[src/rtl/mult_pkg.sv]
// Shared widths and state encoding for the
// multiplier / product accumulator datapath.
package mult_pkg;

    localparam int PROD_W_DEF = 64;
    localparam int CNT_W_DEF  = 8;

    typedef logic [1:0] state_t;

    localparam state_t IDLE  = 2'd0;
    localparam state_t ACCUM = 2'd1;
    localparam state_t DONE  = 2'd2;

endpackage

[src/rtl/product_accumulator_if.sv]
// Control, product-in and result-out handshakes
// of the product accumulator.
interface product_accumulator_if #(
    parameter int PROD_W = mult_pkg::PROD_W_DEF,
    parameter int CNT_W  = mult_pkg::CNT_W_DEF
);

    logic              start;
    logic [CNT_W-1:0]  len;
    logic              p_valid;
    logic [PROD_W-1:0] p_data;
    logic              p_ready;
    logic              acc_valid;
    logic              acc_ready;
    logic [PROD_W-1:0] acc_data;
    logic              acc_sat;
    logic              busy;

    modport master (
        output start,
        output len,
        output p_valid,
        output p_data,
        output acc_ready,
        input  p_ready,
        input  acc_valid,
        input  acc_data,
        input  acc_sat,
        input  busy
    );

    modport slave (
        input  start,
        input  len,
        input  p_valid,
        input  p_data,
        input  acc_ready,
        output p_ready,
        output acc_valid,
        output acc_data,
        output acc_sat,
        output busy
    );

endinterface

[src/rtl/sat_add.sv]
// Signed saturating adder: one-bit-wider sum,
// clamped to the W-bit range on overflow.
module sat_add #(
    parameter int W = 64
) (
    input  logic signed [W-1:0] a,
    input  logic signed [W-1:0] b,
    output logic signed [W-1:0] sum,
    output logic                ovf
);

    logic signed [W:0] wide;
    logic [W-1:0]      max_v;
    logic [W-1:0]      min_v;

    assign wide  = {a[W-1], a} + {b[W-1], b};
    assign max_v = {1'b0, {(W-1){1'b1}}};
    assign min_v = {1'b1, {(W-1){1'b0}}};

    // Top two bits disagree only when the result left the W-bit range.
    assign ovf = wide[W] ^ wide[W-1];

    always_comb begin
        sum = wide[W-1:0];
        if (ovf) begin
            sum = wide[W] ? min_v : max_v;
        end
    end

endmodule

[src/rtl/product_accumulator.sv]
// Accumulates len signed products with saturation
// and hands the sum downstream over a valid/ready port.
module product_accumulator
    import mult_pkg::*;
#(
    parameter int PROD_W = PROD_W_DEF,
    parameter int CNT_W  = CNT_W_DEF
) (
    input  logic                  clk,
    input  logic                  rst,
    product_accumulator_if.slave  bus
);

    state_t             state;
    logic [PROD_W-1:0]  acc;
    logic [CNT_W-1:0]   remaining;
    logic               sat;

    logic [PROD_W-1:0]  sum;
    logic               ovf;
    logic               take;

    sat_add #(
        .W (PROD_W)
    ) u_sat_add (
        .a   (acc),
        .b   (bus.p_data),
        .sum (sum),
        .ovf (ovf)
    );

    assign take = (state == ACCUM) && bus.p_valid;

    always_ff @(posedge clk or negedge rst) begin
        if (!rst) begin
            state     <= IDLE;
            acc       <= '0;
            remaining <= '0;
            sat       <= 1'b0;
        end else begin
            unique case (state)
                IDLE: begin
                    if (bus.start) begin
                        acc <= '0;
                        sat <= 1'b0;
                        if (bus.len != '0) begin
                            remaining <= bus.len;
                            state     <= ACCUM;
                        end else begin
                            state <= DONE;
                        end
                    end
                end
                ACCUM: begin
                    if (take) begin
                        acc       <= sum;
                        sat       <= sat | ovf;
                        remaining <= remaining - CNT_W'(1);
                        if (remaining == CNT_W'(1)) begin
                            state <= DONE;
                        end
                    end
                end
                DONE: begin
                    if (bus.acc_ready) begin
                        state <= IDLE;
                    end
                end
                default: begin
                    state <= IDLE;
                end
            endcase
        end
    end

    assign bus.p_ready   = (state == ACCUM);
    assign bus.acc_valid = (state == DONE);
    assign bus.busy      = (state != IDLE);
    assign bus.acc_data  = acc;
    assign bus.acc_sat   = sat;

endmodule

[src/flat_wrapper.sv]
// flat-port wrapper written by rule: the top's interface ports become plain ports
module product_accumulator_flat import mult_pkg::*;
#(
    parameter int PROD_W = PROD_W_DEF,
    parameter int CNT_W  = CNT_W_DEF
)
  (clk, rst, bus_start, bus_len, bus_p_valid, bus_p_data, bus_acc_ready, bus_p_ready, bus_acc_valid, bus_acc_data, bus_acc_sat, bus_busy);
  product_accumulator_if #(.PROD_W(PROD_W), .CNT_W(CNT_W)) bus_i ();
  input  logic clk;
  input  logic rst;
  input wire logic [$bits(bus_i.start)-1:0] bus_start;
  input wire logic [$bits(bus_i.len)-1:0] bus_len;
  input wire logic [$bits(bus_i.p_valid)-1:0] bus_p_valid;
  input wire logic [$bits(bus_i.p_data)-1:0] bus_p_data;
  input wire logic [$bits(bus_i.acc_ready)-1:0] bus_acc_ready;
  output wire logic [$bits(bus_i.p_ready)-1:0] bus_p_ready;
  output wire logic [$bits(bus_i.acc_valid)-1:0] bus_acc_valid;
  output wire logic [$bits(bus_i.acc_data)-1:0] bus_acc_data;
  output wire logic [$bits(bus_i.acc_sat)-1:0] bus_acc_sat;
  output wire logic [$bits(bus_i.busy)-1:0] bus_busy;
  assign bus_i.start = bus_start;
  assign bus_i.len = bus_len;
  assign bus_i.p_valid = bus_p_valid;
  assign bus_i.p_data = bus_p_data;
  assign bus_i.acc_ready = bus_acc_ready;
  assign bus_p_ready = bus_i.p_ready;
  assign bus_acc_valid = bus_i.acc_valid;
  assign bus_acc_data = bus_i.acc_data;
  assign bus_acc_sat = bus_i.acc_sat;
  assign bus_busy = bus_i.busy;
  product_accumulator #(.PROD_W(PROD_W), .CNT_W(CNT_W)) u_core (.clk(clk), .rst(rst), .bus(bus_i));
endmodule
[config.mk]
export PLATFORM = sky130hd
export DESIGN_NAME = product_accumulator_flat
export DESIGN_NICKNAME = d
export VERILOG_FILES = /design/src/rtl/mult_pkg.sv /design/src/rtl/product_accumulator_if.sv /design/src/rtl/sat_add.sv /design/src/rtl/product_accumulator.sv /design/src/flat_wrapper.sv
export SDC_FILE = /design/constraint.sdc
export NUM_CORES = 1
export LEC_CHECK = 0
export ABC_CLOCK_PERIOD_IN_PS = 3450
export BUFFER_PORTS_ARGS = -buffer_cell sky130_fd_sc_hd__buf_4
export CAP_MARGIN = 40
export CORE_ASPECT_RATIO = 0.8
export CORE_UTILIZATION = 51
export CTS_CLUSTER_DIAMETER = 80
export DETAILED_ROUTE_END_ITERATION = 8
export HOLD_SLACK_MARGIN = 0.08
export MAX_ROUTING_LAYER = met4
export PLACE_DENSITY = 0.88
export REMOVE_ABC_BUFFERS = 1
export SYNTH_ARGS = -nofsm -noshare
export SYNTH_HDL_FRONTEND = slang
export SYNTH_SLANG_ARGS = --single-unit
[constraint.sdc]
create_clock -name clk -period 3.45 [get_ports clk]
set_input_delay 0.69 -clock clk [delete_from_list [all_inputs] [get_ports clk]]
set_output_delay 0.69 -clock clk [all_outputs]
set_load 0.1 [all_outputs]
==> results by group <==
Status
  • Status: complete, but fails checks
  • Failing checks: negative setup slack

Floorplanning
  • DIE WIDTH: 133 µm
  • Total die area: 14,300 µm²
  • Top Ports: 145
  • Die Y: 107 µm
  • Row count: 37
  • Initial Util: 0.534
  • Core Region: 13,100 µm²

Setup path
  • Worst R2R Setup Slack: -170 ps
  • Critical Path Sink Type: flip-flop
  • Crit path DAT: 3900 ps
  • Critical Path Start Type: input port
  • CP required: 3720 ps
  • Crit path kind: input port to flip-flop
  • CP max FO: 8

Global routing
  • Gr usage total: 0.343
  • Vias in the first global route: 7,735
  • Top Usage Layer GRT: met2
  • Largest net degree at the start of global routing: 67
  • GR Layer Usage met2: 0.522
  • Met1 global-route usage: 0.464
  • Initial antenna violation count: 0
  • Met3 GRT Util: 0.0548
  • Global-route wire length before repair: 37.9 mm
  • Overflow after GRT: 0

Placement
  • HPWL after DPL: 17.4 mm
  • Port Buffers: 144
  • Dpl ws: -572 ps
  • Routability Congestion: 0.959

STA
  • Final hold vios: 0
  • Rel. slew slack: 0.485
  • Final hold slack: 300 ps
  • Worst-Margin Slew: 772 ps
  • Fin worst setup slack: -174 ps
  • Fin. max-slew vios: 0
  • Worst Skew: 9.05 ps
  • Fmax: 276 MHz
  • Fin crit share: 1.05
  • Final min period: 3620 ps
  • Setup TNS: -7060 ps
  • Setup-failing EPs final: 64
  • RSZ-0062 raised after global routing: yes

Cells and area
  • Synth-to-Final Area Change: 47.9%
  • Layout fillers: 887
  • Commonest non-fill, non-tap cell in the layout: buf_4
  • Nets: 1,351
  • Antenna Cells: 0
  • Layout cell share with drive strength beyond 1: 0.354
  • Most frequent cells in the layout: buf_4, nand2_1, nor2_1

CTS
  • Clock Path Buffers: 2
  • CTS tree: done
  • Hold-fix buffers, CTS: 0
  • H-tree Lvls: 3
  • Clock transition at path regs: 60 ps
  • Insertion delay to the later sink of the worst-skew pair: 360 ps
  • Total CTS buffers: 9
  • Clock tree sinks: 75
  • Root Buffer: clkbuf_16

Route
  • Post-route ant nets: 0
  • DR pass1 iterations: 6
  • Via density per instance: 6.23
  • 1st-iter DRT viols: 1,138
  • Routed WL: 26.7 mm
  • Drt wl/cell: 19.3 µm
  • Via count: 8,633
  • Post-route DRC: 0

Synthesis
  • Post-synth top area share: 0.267
  • Synth unique cells: 59
  • Post-synthesis sequential area ratio: 0.267
  • Dominant synthesized flop cell: dfrtp_1
  • Synth area leaders: dfrtp_1, ha_1, nand2_1
  • Synthesized area per cell: 7.59 µm²
  • Yosys warns: 0
  • Cell Area, Synth: 7030 µm²
  • Number of synthesized flops with an enable pin: 0
  • Fraction of registers with async set/reset: 1.00
  • Post-Synthesis Cells: 926
  • Top cell type by total area after synthesis: dfrtp_1
  • #FFs+latches synth: 75

Power
  • Power Density: 1170 nW/µm²
  • Leakage: 5.16 nW
  • Tot Pwr: 12.1 mW
  • VDD IR max: 0.927 mV

Worst hold path
  • Hold crit path type: input port to async pin

Run
  • Maxcap violations: 0
-- metal layers --
metal / share of wire / vias to the layer above
met4: 0.037 / 0
li1: - / 3894
met2: 0.45 / 567
met1: 0.42 / 4052
met3: 0.10 / 120
met5: 0 / -
-- synth_stat cells (21+ instances only) --
master	n
a21o_1	43
a21oi_1	86
clkbuf_1	41
dfrtp_1	75
ha_1	66
inv_1	23
nand2_1	116
nand4_1	21
nor2_1	104
o21ai_0	57
o21ai_1	58
xnor2_1	32
xor2_1	23
-- state kept, by name (all words and copies together), names as in the netlist --
register / flops
u_core.bus.acc_data: 64
u_core.state: 2
u_core.bus.acc_sat: 1
u_core.remaining: 8
-- report_power, final --
part,leakage (nW),switching [mW],internal (mW)
Sequential,0.967,0.351,1.24
Clock,0.137,0.423,0.522
Combinational,4.06,6.07,3.53
Total,5.16,6.84,5.29
-- logic make-up (layout without fill, tap and decap cells) --
| group | after synthesis | after routing | synth area share |
|---|---|---|---|
| AND/OR/NAND/NOR | 322 | 322 | 0.206 |
| adder cells (fa/ha/maj) | 67 | 67 | 0.120 |
| multiplexers | 1 | 1 | 0.00142 |
| AO/OA/AOI/OAI | 332 | 332 | 0.288 |
| buffers and inverters | 73 | 358 | 0.0459 |
| XOR/XNOR | 56 | 56 | 0.0709 |
| flip-flops | 75 | 75 | 0.267 |
-- worst paths after layout --
kind	cells past startpoint	start	endpoint
setup / recovery	15	bus_p_data[9]	u_core.bus.acc_data[26]$_DFFE_PN0P_
hold / removal	1	rst	u_core.bus.acc_data[10]$_DFFE_PN0P_
setup reg to reg	14	u_core.bus.acc_data[9]$_DFFE_PN0P_	u_core.bus.acc_data[26]$_DFFE_PN0P_
hold reg to reg	2	u_core.remaining[1]$_DFFE_PN0P_	u_core.remaining[1]$_DFFE_PN0P_
max in group asynchronous	2	rst	u_core.bus.acc_data[52]$_DFFE_PN0P_
min in group clk	2	u_core.remaining[1]$_DFFE_PN0P_	u_core.remaining[1]$_DFFE_PN0P_
-- layout make-up --
type                            count  area [µm²]  share of cell area
Timing Repair Buffer              320        2650               0.255
Inverter                           23        86.3             0.00831
Tap cell                          175         219              0.0211
Multi-Input combinational cell    778        5280               0.508
Clock buffer                       11         253              0.0243
Clock inverter                      4        26.3             0.00253
Sequential cell                    75        1880               0.181
-- worst max-delay path: stages --
cell and delay, ps:
buf_4 130, ha_4 270, nand4_1 130, or4_4 540
or3_4 420, a31oi_4 160, nor3_2 60, or2_1 270
o21ai_2 210, a31o_4 240, nor3_2 60, nand4b_4 180
buf_12 180, clkbuf_16 170, o21ai_1 170
-- timing repair --
item	CTS	global route
gates resized for setup	20	87
pin swaps	9	47
buffers inserted	4	8
cloned	1	8
setup endpoints to repair	64	64
-- through the flow --
stage | std cells | instance area (µm²) | utilization
after floorplan | 876 | 6790 | -
after global placement | 1350 | 9330 | 0.709
after detailed placement | 1351 | 9350 | 0.711
after CTS | 1371 | 9790 | 0.745
after global routing | 1386 | 10400 | 0.791
final | 1386 | 10400 | 0.791
Note: power is estimated with default switching activity, not from simulation.
